`src/rtl/fifo_pkg.sv`:
```
// rtl/fifo_pkg.sv - utilisation encoding and quartile helper shared by the FIFO
package fifo_pkg;

  localparam logic [1:0] UTIL_Q0 = 2'd0;
  localparam logic [1:0] UTIL_Q1 = 2'd1;
  localparam logic [1:0] UTIL_Q2 = 2'd2;
  localparam logic [1:0] UTIL_Q3 = 2'd3;

  // DEPTH is a power of two >= 4, so every quartile boundary is an exact integer
  function automatic logic [1:0] util_of(input int unsigned level, input int unsigned depth);
    logic [1:0] q;
    if (level < depth / 4)
      q = UTIL_Q0;
    else if (level < depth / 2)
      q = UTIL_Q1;
    else if (level < (3 * depth) / 4)
      q = UTIL_Q2;
    else
      q = UTIL_Q3;
    return q;
  endfunction

endpackage

```
`src/rtl/fifo_regfile.sv`:
```
// rtl/fifo_regfile.sv - sample storage, synchronous write, asynchronous read
module fifo_regfile #(
  parameter int WIDTH = 32,
  parameter int DEPTH = 16,
  localparam int AW = $clog2(DEPTH)
) (
  input  logic             clk,
  input  logic             we,
  input  logic [AW-1:0]    waddr,
  input  logic [WIDTH-1:0] wdata,
  input  logic [AW-1:0]    raddr,
  output logic [WIDTH-1:0] rdata
);

  logic [WIDTH-1:0] mem [DEPTH];

  always_ff @(posedge clk) begin
    if (we)
      mem[waddr] <= wdata;
  end

  assign rdata = mem[raddr];

endmodule

```
`src/rtl/sync_fifo_param.sv`:
```
// rtl/sync_fifo_param.sv - single-clock sample FIFO with reserve threshold, peek and sticky errors
module sync_fifo_param
  import fifo_pkg::*;
#(
  parameter int WIDTH = 32,
  parameter int DEPTH = 16,
  localparam int AW = $clog2(DEPTH)
) (
  input  logic             clk,
  input  logic             reset,
  input  logic [AW:0]      reserve,
  input  logic [WIDTH-1:0] data_put,
  input  logic             req_put,
  output logic             not_full,
  output logic             full,
  output logic [WIDTH-1:0] data_get,
  input  logic             req_get,
  input  logic             nap,
  output logic             empty,
  output logic [AW:0]      level,
  output logic [1:0]       fifo_util,
  output logic             overflow,
  output logic             underflow,
  input  logic             clear_err
);

  localparam logic [AW:0] DEPTH_C = (AW + 1)'(DEPTH);

  logic [AW-1:0]    wr_ptr;
  logic [AW-1:0]    rd_ptr;
  logic [AW:0]      count;
  logic             ovf_q;
  logic             udf_q;
  logic [WIDTH-1:0] rd_data;
  logic [AW:0]      reserve_eff;
  logic             pop;
  logic             push;

  assign empty = (count == '0);
  assign full  = (count == DEPTH_C);

  // a write into a full FIFO is only taken when the head leaves in the same cycle
  assign pop  = req_get & ~empty & ~nap;
  assign push = req_put & (~full | pop);

  assign reserve_eff = (reserve >= DEPTH_C) ? DEPTH_C : reserve;
  assign not_full    = (count < (DEPTH_C - reserve_eff));

  assign level     = count;
  assign fifo_util = util_of(32'(count), 32'(DEPTH));
  assign data_get  = empty ? '0 : rd_data;
  assign overflow  = ovf_q;
  assign underflow = udf_q;

  always_ff @(posedge clk) begin
    if (!reset) begin
      wr_ptr <= '0;
      rd_ptr <= '0;
      count  <= '0;
      ovf_q  <= 1'b0;
      udf_q  <= 1'b0;
    end else begin
      if (push)
        wr_ptr <= wr_ptr + AW'(1);
      if (pop)
        rd_ptr <= rd_ptr + AW'(1);

      case ({push, pop})
        2'b10:   count <= count + (AW + 1)'(1);
        2'b01:   count <= count - (AW + 1)'(1);
        default: count <= count;
      endcase

      // setting a flag takes priority over clearing it in the same cycle
      if (req_put & ~push)
        ovf_q <= 1'b1;
      else if (clear_err)
        ovf_q <= 1'b0;

      if (req_get & ~nap & empty)
        udf_q <= 1'b1;
      else if (clear_err)
        udf_q <= 1'b0;
    end
  end

  fifo_regfile #(
    .WIDTH(WIDTH),
    .DEPTH(DEPTH)
  ) u_regfile (
    .clk   (clk),
    .we    (push & reset),
    .waddr (wr_ptr),
    .wdata (data_put),
    .raddr (rd_ptr),
    .rdata (rd_data)
  );

endmodule

```
`config.mk`:
```
export PLATFORM = sky130hd
export DESIGN_NAME = sync_fifo_param
export DESIGN_NICKNAME = d
export VERILOG_FILES = /design/src/rtl/fifo_pkg.sv /design/src/rtl/fifo_regfile.sv /design/src/rtl/sync_fifo_param.sv
export SDC_FILE = /design/constraint.sdc
export NUM_CORES = 1
export LEC_CHECK = 0
export ABC_AREA = 0
export CAP_MARGIN = 20
export CORE_ASPECT_RATIO = 1.4
export CORE_MARGIN = 4
export CORE_UTILIZATION = 50
export CTS_CLUSTER_SIZE = 8
export DETAILED_ROUTE_END_ITERATION = 8
export PLACE_DENSITY_LB_ADDON = 0.12
export SLEW_MARGIN = 20
export SYNTH_ARGS = -nofsm -noshare
export SYNTH_HDL_FRONTEND = slang
export SYNTH_SLANG_ARGS = --single-unit
```
`constraint.sdc`:
```
create_clock -name clk -period 4.3 [get_ports clk]
set_input_delay 0.645 -clock clk [delete_from_list [all_inputs] [get_ports clk]]
set_output_delay 0.645 -clock clk [all_outputs]
set_load 0.02 [all_outputs]
```
==> flow_summary_export.csv <==
group,metric,value,unit
detailed_routing,drc,0,
cts,clk_pin_slew,0.05,ns
synthesis,synthCells,941,
floorplanning,dieArea,44800,um2
timing,rsz0062_at_grt,"false",
floorplanning,fp.dieH,249,um
job,cap_violations,0,
synthesis,ys.flop_type,"edfxtp_1",
grt,grt-ovfl-total,0,
critical_path,worstSetupStartpoint,"level[0]$_SDFFE_PN0P_",
floorplanning,fp.dieW,180,um
floorplanning,ioPinCount,87,
power_and_ir_drop,power_density,538,nW/um2
critical_path,cp.depth,6,
timing,finalClockSkew,0.0223,ns
synthesis,synth-seq-cells,531,
detailed_routing,drt_iter0_markers,686,
timing,period_share,92.9,%
timing,post-route-min-period,3.99,ns
placement,place_hpwl,23600,um
worst_hold_path,min-delay-start,"overflow$_SDFFE_PN0P_",
detailed_routing,viasPerCell,5.95,
critical_path,critPathKind,"flop to primary output",
grt,grt_first_pass_wirelength,65000,um
detailed_routing,num_vias,9857,
synthesis,synth-edff-count,512,
placement,place_ws,0.685,ns
timing,fin_tns_setup,0,ns
critical_path,worstSetupEndpointType,"primary output",
layout,finalNetCount,1155,
detailed_routing,postRouteAntennaNets,0,
critical_path,cp_num_buf_inv,2,
power_and_ir_drop,ir_drop,0.364,mV
synthesis,synth_top_area_cell,"edfxtp_1",
critical_path,critPathTopFamily,"simple AND/OR/NAND/NOR gates",
synthesis,synth_top_area_share,74.1,%
outcome,status,"finished clean",
timing,finalHoldViolations,0,
timing,worst-slew-pin-transition,0.655,ns
timing,fin_ws,0.307,ns
critical_path,required,3.65,ns
critical_path,crit_path_start_kind,"flop",
synthesis,syn_area_per_cell,22.0,um2
synthesis,syn_nets,998,
placement,place_area,22700,um2
grt,antenna_found_initial,1,
critical_path,regToRegEndpoint,"u_regfile.mem[5][27]$_DFFE_PP_",
layout,design_area,24800,um2
placement,placement.io_buffers,86,
synthesis,synthTopCellsByArea,"edfxtp_1 (74%), mux4_2 (14%), dfxtp_1 (1.8%), mux2_2 (1.8%), a221o_1 (1.5%)",
detailed_routing,dr.pass1.iters,4,
power_and_ir_drop,leakagePower,7.73,nW
critical_path,cpPeakStageDelay,0.81,ns
cts,cts_tree,"yes",
synthesis,synth_area,20700,um2
layout,layout-drive-gt1-share,28.0,%
timing,clock.fmax,250,MHz
timing,slew_headroom,56.3,%
floorplanning,coreArea,41100,um2
synthesis,yosysSeqAreaShare,76.0,%
grt,grtUsageTotal,19.2,%
cts,cts_hold_buf,0,
cts,worstSkewPairLatency,0.58,ns
cts,clock_path_buffers,3,
critical_path,cp.arrival,3.35,ns
critical_path,endpoint,"data_get[31]",
cts,cts_resized,0,
timing,setup_violations,0,
floorplanning,start_util,50.5,%
floorplanning,rows,88,
critical_path,reg2reg_from,"level[0]$_SDFFE_PN0P_",
timing,slew_violations,0,
layout,area_growth,19.5,%
grt,grt_max_degree,51,
layout,seqCellArea,15800,um2
detailed_routing,wl,42500,um
critical_path,cp_cell_sequence,"or4_1 > o21ai_4 > buf_12 > and2b_1 > a221o_1 > clkdlybuf4s50_1",
detailed_routing,post_drt_wl_per_cell,25.7,um
cts,cts_sinks,531,
layout,nFillCells,2884,
synthesis,yosysWarningCount,0,
critical_path,ff2ff_setup_slack,1.62,ns
cts,clockRootBuffer,"clkbuf_16",
worst_hold_path,hold_path.class,"flop to flop",
critical_path,rr_worst_depth,6,
placement,place.gp.congestion,0.721,
synthesis,async_flop_share,0,%
grt,grt_pass1_vias,10648,
layout,diodes,0,
cts,ctsHtreeMaxLevel,3,
cts,cts_buffers,76,
cts,cts_setup_buffers,0,
synthesis,ys_types,45,
critical_path,worstPathMaxFanout,32,
critical_path,cp_slowest_cell,"or4_1",
layout,multi_input_area,4830,um2
## synth_stat cells (5+ instances only)
cell type / count
inv_1: 7
dfxtp_1: 19
mux2i_1: 5
a221o_1: 32
buf_2: 18
edfxtp_1: 512
nand3_1: 7
buf_6: 7
clkbuf_1: 21
nand2b_1: 7
nand2_1: 9
nor2b_1: 22
mux2_2: 33
mux4_2: 128
ha_1: 13
xnor2_1: 5
nor2_1: 31
and2b_1: 14
## metal layers
| layer | vias to the layer above | global-route usage [%] | routed length [um] |
|---|---|---|---|
| met5 | - | 0 | 13 |
| met4 | 2 | 5.25 | 670 |
| met3 | 59 | 3.59 | 1880 |
| met2 | 248 | 33.5 | 22500 |
| met1 | 5298 | 25.0 | 17400 |
| li1 | 4250 | - | - |
## flip-flops by register name, indices dropped and copies added, names as in the netlist, named ones only
signal and cells:
underflow 1, level 5, rd_ptr 4, u_regfile.mem 512, overflow 1, wr_ptr 4
## metrics by stage
stage	std cells	hold WS (ns)	util (%)	power, mW
2_1_floorplan	941	0.490	-	7.31
3_3_place_gp	1560	0.465	55.2	8.22
3_5_place_dp	1560	0.473	55.2	8.23
4_1_cts	1657	0.487	60.3	13.5
5_1_grt	1657	0.516	60.3	13.9
6_report	1657	0.481	60.3	13.3
## worst min-delay path by stage
stage	cells past startpoint	slack [ns]	to
2_1_floorplan	2	0.49	flop
3_3_place_gp	2	0.47	overflow$_SDFFE_PN0P_
3_5_place_dp	2	0.47	overflow$_SDFFE_PN0P_
4_1_cts	2	0.49	overflow$_SDFFE_PN0P_
5_1_grt	2	0.52	overflow$_SDFFE_PN0P_
6_report	2	0.48	overflow$_SDFFE_PN0P_
## placed cells by master, fill, tap and decap left out, types with 2 or more instances in the layout
master           netlist  layout
a211oi_1               3       3
nor3_1                 4       4
edfxtp_1             512     512
nand3_1                7       7
inv_6                  0       3
a221o_1               32      32
a2111oi_0              2       2
clkbuf_16              0      79
xnor2_1                5       5
a31oi_1                2       2
nand2b_1               7       7
o21a_1                 2       2
nand3b_1               2       2
xor2_1                 4       4
clkdlybuf4s50_1        0      86
nor2_4                 0      16
mux2i_1                5       5
dfxtp_4                0       3
nor2_1                31      15
ha_1                  13      13
dfxtp_1               19      16
mux4_2               128     128
buf_4                  1      23
clkbuf_1              21      13
a21oi_1                4       4
nand2_1                9       9
nand4_1                4       4
and2b_1               14      14
buf_12                 0      18
mux2_2                33      33
o21ai_0                4       4
inv_1                  7       7
or2_2                  2       2
nor4_1                 3       3
nor2b_1               22      21
## layout make-up
cell class | count | area share [%]
multi-input cells | 355 | 19.5
repair buffers | 127 | 5.63
flip-flops and latches | 531 | 63.7
clock inverters | 5 | 0.217
well taps | 540 | 2.73
clock buffers | 92 | 8.18
inverters | 7 | 0.106
## cells by family (layout without fill, tap and decap cells)
| group | after synthesis | after routing | share of synthesized area, % |
|---|---|---|---|
| flops | 531 | 531 | 76.0 |
| mux | 166 | 166 | 15.9 |
| simple gates | 111 | 111 | 3.02 |
| compound gates | 55 | 55 | 2.43 |
| buf+inv | 55 | 231 | 1.38 |
| fa+ha+maj | 14 | 14 | 0.881 |
| xor+xnor | 9 | 9 | 0.380 |
## report_power, final
| group | internal, mW | leakage (nW) | switching, mW |
|---|---|---|---|
| Combinational | 1.11 | 1.95 | 1.13 |
| Sequential | 5.76 | 4.77 | 0.0949 |
| Clock | 3.26 | 1.01 | 1.98 |
| Total | 10.1 | 7.73 | 3.20 |
## worst min-delay path: cells and delay by family (launching register included)
family,cells,cell delay [ns]
AOI/OAI and AO/OA,1,0.06
DFF,1,0.31
and+or+nand+nor,1,0.07
Power figures use the tool's default switching activity.
==> patch 1, RTL diff (same flow settings) <==
`WIDTH` is set to 32 in 2 places; all go to 16.
--- a/src/rtl/fifo_regfile.sv
+++ b/src/rtl/fifo_regfile.sv
@@ -1,6 +1,6 @@
 // rtl/fifo_regfile.sv - sample storage, synchronous write, asynchronous read
 module fifo_regfile #(
-  parameter int WIDTH = 32,
+  parameter int WIDTH = 16,
   parameter int DEPTH = 16,
   localparam int AW = $clog2(DEPTH)
 ) (
--- a/src/rtl/sync_fifo_param.sv
+++ b/src/rtl/sync_fifo_param.sv
@@ -2,7 +2,7 @@
 module sync_fifo_param
   import fifo_pkg::*;
 #(
-  parameter int WIDTH = 32,
+  parameter int WIDTH = 16,
   parameter int DEPTH = 16,
   localparam int AW = $clog2(DEPTH)
 ) (
Ports: changed (resized data_get and data_put); port bits go from 87 to 55. The function was not compared with the original's and may differ.
==> patch 1 against the original RTL <==
- register-to-register slack worse by 0.38 ns
- power decreased by 47%
- synthesized area decreased by 47%
- clock skew down 0.011 ns
- sequential cell count is 256 lower
- sequential share of layout area fell by 2.7 points
- wire length is 43% lower
- hold slack improved by 0.011 ns
- setup slack better by 0.11 ns
- cell area decreased by 47%
==> patch 1: results (changes against the original RTL) <==
The flow ran to the end, and the final reports show no timing, DRC or antenna violations. The final clock skew was 0.0115 ns (was 0.0223 ns); the number of levels in the clock H-tree was 2 (was 3). The cell count of the worst hold path works out to 2 (unchanged). The leakage power is 4.15 nW (was 7.73 nW).

Endpoint of the most critical register-to-register path: level[4]$_SDFFE_PN0P_ (was u_regfile.mem[5][27]$_DFFE_PP_). The worst IR drop on VDD was 301 µV (was 364 µV). Cell types with the largest area share after synthesis: sky130_fd_sc_hd__edfxtp_1, sky130_fd_sc_hd__mux4_2, sky130_fd_sc_hd__dfxtp_1 (unchanged). The number of flops mapped to enable cells by yosys was 256 (was 512); the largest fanout on the critical path was 11 (was 32).

Final estimated routing congestion in global placement: 0.787 (was 0.721). Transition at the pin with the smallest max-transition slack: 0.952 ns (was 0.655 ns). Startpoint of the worst register-to-register path: level[4]$_SDFFE_PN0P_ (was level[0]$_SDFFE_PN0P_). The number of nets in the layout was 704 (was 1155).

The first-pass iteration count of the detailed router was 5 (was 4); the via count normalized by instance count was 5.86 (was 5.95). List of most frequent post-synthesis cells: sky130_fd_sc_hd__edfxtp_1, sky130_fd_sc_hd__mux4_2, sky130_fd_sc_hd__a211oi_1 (was sky130_fd_sc_hd__edfxtp_1, sky130_fd_sc_hd__mux4_2, sky130_fd_sc_hd__mux2_2). The number of unique standard cell types used by synthesis came out at 42 (was 45).

The tools report the start point of the critical path as level[0]$_SDFFE_PN0P_ (unchanged). Endpoint of the worst hold path: overflow$_SDFFE_PN0P_ (unchanged). Destination of the critical timing path: data_get[4] (was data_get[31]). The final HPWL from detailed placement is 15000 µm (was 23600 µm).

The count of input and output buffers is 54 (was 86). The clock tree root buffer cell was sky130_fd_sc_hd__clkbuf_16 (unchanged). The tools report the net count after synthesis as 607 (was 998).

Post-synthesis sequential area ratio: 0.730 (was 0.760). First-pass GRT wire length: 37100 µm (was 65000 µm). The critical path's largest stage delay was 0.74 ns (was 0.81 ns); the number of max-cap violations was 0 (unchanged).

The reg-to-reg setup timing slack was 1.24 ns (was 1.62 ns). The tools report the maximum number of pins on one net before global-route repair as 36 (was 51). The start point of the worst min-delay path is overflow$_SDFFE_PN0P_ (unchanged). The clock transition time at the flip-flop clock pins of the worst setup and hold paths came out at 0.05 ns (about the same).

The number of DRC markers in iteration 0 is 440 (was 686). The number of antenna violations at the first check in global routing was 0 (was 1). The logs give 0.202 (was 0.192) for the total routing resource utilization after global routing and 3 (unchanged) for the buffer levels on the longest clock path. The arrival time of the worst setup path is 3.24 ns (was 3.35 ns), and the flip-flop count of the largest register, all copies and words added is 256 (was 512). The run gives 6228 (was 10600) as the number of global-route vias before repair. The count of antenna diodes in the layout is 0 (unchanged), and the number of resized instances in the post-cts repair step is 0 (unchanged). The share of synthesized flip-flops with an asynchronous set or reset is 0 (unchanged), and the layout cell share with drive strength beyond 1 is 0.241 (was 0.280).

The clock network latency to the later pin of the worst-skew pair was 0.52 ns (was 0.58 ns); the number of buffers inserted during clock tree synthesis was 40 (was 76). The logic depth of the worst register-to-register path was 7 (was 6). The routed length per placed instance came out at 24.6 µm (was 25.7 µm).
patch 1: changes by cell type after synthesis, sizes merged, moves of 3 or more:
cell / before / now
edfxtp: 512 / 256
mux4: 128 / 64
a211oi: 3 / 35
a221o: 32 / 0
mux2: 33 / 1
mux2i: 5 / 21
and2b: 14 / 0
buf: 27 / 17
clkbuf: 21 / 12
nor2b: 22 / 19
patch 1: routing by layer:
layer,GRT usage,part of all wire
met1,0.256,0.40
met5,0,0
met4,0.0601,0.021
met3,0.0372,0.052
met2,0.359,0.53
patch 1: cell families (layout without fill, tap and decap cells):
group / after synthesis / in the layout / synth area share
buffers and inverters: 36 / 150 / 0.0147
xor gates and xnor gates: 9 / 9 / 0.00714
adders and majority gates: 14 / 14 / 0.0165
muxes: 86 / 86 / 0.151
DFF: 275 / 275 / 0.730
AOI/OAI and AO/OA: 54 / 54 / 0.0368
and+or+nand+nor: 92 / 92 / 0.0438
patch 1: final cells by class:
| type | count | area (µm²) |
|---|---|---|
| Clock buffer | 55 | 1060 |
| Clock inverter | 4 | 52.6 |
| Fill cell | 1591 | 8540 |
| Inverter | 7 | 26.3 |
| Multi-Input combinational cell | 255 | 2860 |
| Sequential cell | 275 | 8080 |
| Tap cell | 297 | 372 |
| Timing Repair Buffer | 84 | 803 |
patch 1: per-stage QoR:
step	hold WS [ns]	setup WS (ns)	cells	util	area, µm²
2_1_floorplan	0.490	1.62	566	-	11000
3_3_place_gp	0.463	0.745	918	0.557	12100
3_5_place_dp	0.497	0.632	918	0.557	12100
4_1_cts	0.506	0.353	977	0.608	13200
5_1_grt	0.538	0.328	977	0.608	13200
6_report	0.492	0.415	977	0.608	13200
patch 1: power by group:
part	switching, mW	internal [mW]
combinational	0.692	0.547
sequential	0.0776	2.98
clock	1.05	1.70
==> patch 2, RTL diff (same flow settings) <==
Without the edit above. One comparison of `count` changes from == to >=.
--- a/src/rtl/sync_fifo_param.sv
+++ b/src/rtl/sync_fifo_param.sv
@@ -37,7 +37,7 @@
   logic             push;
 
   assign empty = (count == '0);
-  assign full  = (count == DEPTH_C);
+  assign full  = (count >= DEPTH_C);
 
   // a write into a full FIFO is only taken when the head leaves in the same cycle
   assign pop  = req_get & ~empty & ~nap;
Behaviour: same outputs for any inputs over 4 cycles, from zero or initial values and one cycle with reset low; that may be too few to reach the edited logic, so the function may still have changed.
==> patch 2 against the original RTL <==
- cell area decreased by 0.55%
- critical path depth unchanged
- global-route usage increased by 0.66 points
- sequential cell count unchanged
- synthesized area decreased by 0.37%
- synthesized cell count decreased by 0.85%
- setup slack got worse by 0.053 ns
- wire length increased by 2.7%
- utilization increased by 0.36 points
- largest cell class unchanged
- highest routed layer unchanged
Power is not compared: it rests on default switching activity, and its combinational part moved more than twofold at a synthesized area within 25%.
==> patch 2: results (changes against the original RTL) <==
The buffer levels on the longest clock path was 3 (unchanged). Number of buffers added to fix hold violations after cts: 0 (unchanged). The final estimated routing congestion in global placement is 0.716 (was 0.721), and the routed length per placed instance is 26.6 µm (was 25.7 µm).

The flip-flop count of the largest register, all copies and words added was 512 (unchanged); the number of flops mapped to enable cells by yosys was 512 (unchanged). The area after detailed placement is 22600 µm² (was 22700 µm²), and the complex-gate fraction of the synthesized area is 0.0230 (was 0.0243). The run gives 1151 (was 1155) as the number of nets in the layout.

The tools report the final standard cell count with taps included and fillers excluded as 1640 (was 1657). The maximum number of pins on one net before global-route repair came out at 46 (was 51). The net count after synthesis was 990 (was 998); the adder-cell area share of the yosys netlist was 0.00884 (was 0.00881). The number of levels in the clock H-tree came out at 3 (unchanged).

The leakage power is 7.75 nW, and the internal power of the cells is 9.48 mW. The first-pass GRT wire length was 66400 µm (was 65000 µm); the final HPWL from detailed placement was 24200 µm (was 23600 µm). List of most frequent post-synthesis cells: sky130_fd_sc_hd__edfxtp_1, sky130_fd_sc_hd__mux4_2, sky130_fd_sc_hd__a221o_1, sky130_fd_sc_hd__mux2_2, sky130_fd_sc_hd__nor2b_1 (was sky130_fd_sc_hd__edfxtp_1, sky130_fd_sc_hd__mux4_2, sky130_fd_sc_hd__mux2_2). The worst-case setup slack after placement came out at 0.701 ns (was 0.685 ns).

The first-pass iteration count of the detailed router is 5 (was 4). The tools report the number of endpoints with negative hold slack in the final report as 0 (unchanged). Layout cell share with drive strength beyond 1: 0.280 (about the same). Cell types with the largest area share after synthesis: sky130_fd_sc_hd__edfxtp_1, sky130_fd_sc_hd__mux4_2, sky130_fd_sc_hd__dfxtp_1 (unchanged). Number of antenna violations at the first check in global routing: 2 (was 1). The share of synthesized area spent on multiplexers is 0.161 (was 0.159), and the final clock skew is 0.0127 ns (was 0.0223 ns). The count of input and output buffers came out at 86 (unchanged). Transition at the pin with the smallest max-transition slack: 1.08 ns (was 0.655 ns). Post-synthesis sequential area ratio: 0.763 (was 0.760). The post-synthesis instance total was 933 (was 941).

The number of DRC markers in iteration 0 came out at 577 (was 686). The total routing resource utilization after global routing is 0.198 (was 0.192). Largest fanout on the critical path: 14 (was 32). The cell with the largest stage delay on the worst path was sky130_fd_sc_hd__o21ai_2 (was sky130_fd_sc_hd__or4_1).

The run finished with clean final reports. Clock tree root buffer cell: sky130_fd_sc_hd__clkbuf_16 (unchanged). The critical path's largest stage delay was 0.73 ns (was 0.81 ns); the via count normalized by instance count was 5.92 (was 5.95).

The clock network latency to the later pin of the worst-skew pair is 0.58 ns (about the same), and the share of the synthesized netlist area taken by xor and xnor gates is 0.00339 (was 0.00380). The number of global-route vias before repair was 10700 (was 10600).
patch 2: changes by cell type after synthesis, moves of 3 or more:
cell	delta
sky130_fd_sc_hd__mux4_2	-5
sky130_fd_sc_hd__nor2_1	-11
sky130_fd_sc_hd__buf_1	+8
sky130_fd_sc_hd__and2b_1	-5
sky130_fd_sc_hd__mux4_1	+5
sky130_fd_sc_hd__nand4_1	-3
sky130_fd_sc_hd__nand2_1	+4
sky130_fd_sc_hd__clkbuf_1	-7
sky130_fd_sc_hd__and2_1	+12
patch 2: critical path: cells and delay by family (launching register included):
| family | cells | cell delay, ns |
|---|---|---|
| AO/OA/AOI/OAI | 2 | 1.02 |
| buffers and inverters | 2 | 0.93 |
| flip-flops | 1 | 0.37 |
| AND/OR/NAND/NOR | 2 | 0.52 |
patch 2: kinds of logic after synthesis:
group / count (synthesis)
compound gates: 55
xor+xnor: 8
fa+ha+maj: 14
buf+inv: 54
flops: 531
mux: 167
simple gates: 104
patch 2: layer usage:
layer,routed length (µm),up-vias,track usage
met4,812,2,0.0599
li1,-,4222,-
met1,17800,5209,0.256
met3,1740,72,0.0357
met2,23400,205,0.346
met5,13,-,0
patch 2: path summary, 6_finish.rpt:
| check | startpoint | endpoint | slack [ns] | cells after the start |
|---|---|---|---|---|
| worst max-delay path | level[3]$_SDFFE_PN0P_ | data_get[30] | 0.25 | 6 |
| worst min-delay path | rd_ptr[2]$_SDFFE_PN0N_ | rd_ptr[2]$_SDFFE_PN0N_ | 0.50 | 2 |
| worst min register to register | rd_ptr[2]$_SDFFE_PN0N_ | rd_ptr[2]$_SDFFE_PN0N_ | 0.50 | 2 |
| worst max register to register | level[1]$_SDFFE_PN0P_ | level[4]$_SDFFE_PN0P_ | 1.75 | 8 |
patch 2: cell type report:
type / count / area (µm²)
repair buffers: 129 / 1350
multi-input cells: 348 / 4770
fillers: 2845 / 16000
flip-flops and latches: 531 / 15800
clock inverters: 5 / 53.8
well taps: 534 / 668
diodes: 1 / 2.50
clock buffers: 84 / 2000
inverters: 8 / 30.0
patch 2: power groups by stage:
stage | logic [mW] | clock network (mW) | registers, mW
6_report | 1.06 | 5.20 | 5.77
5_1_grt | 1.14 | 5.56 | 5.77
4_1_cts | 1.09 | 5.31 | 5.78
3_5_place_dp | 1.08 | 0 | 5.87
3_3_place_gp | 1.08 | 0 | 5.87
2_1_floorplan | 0.602 | 0 | 5.86
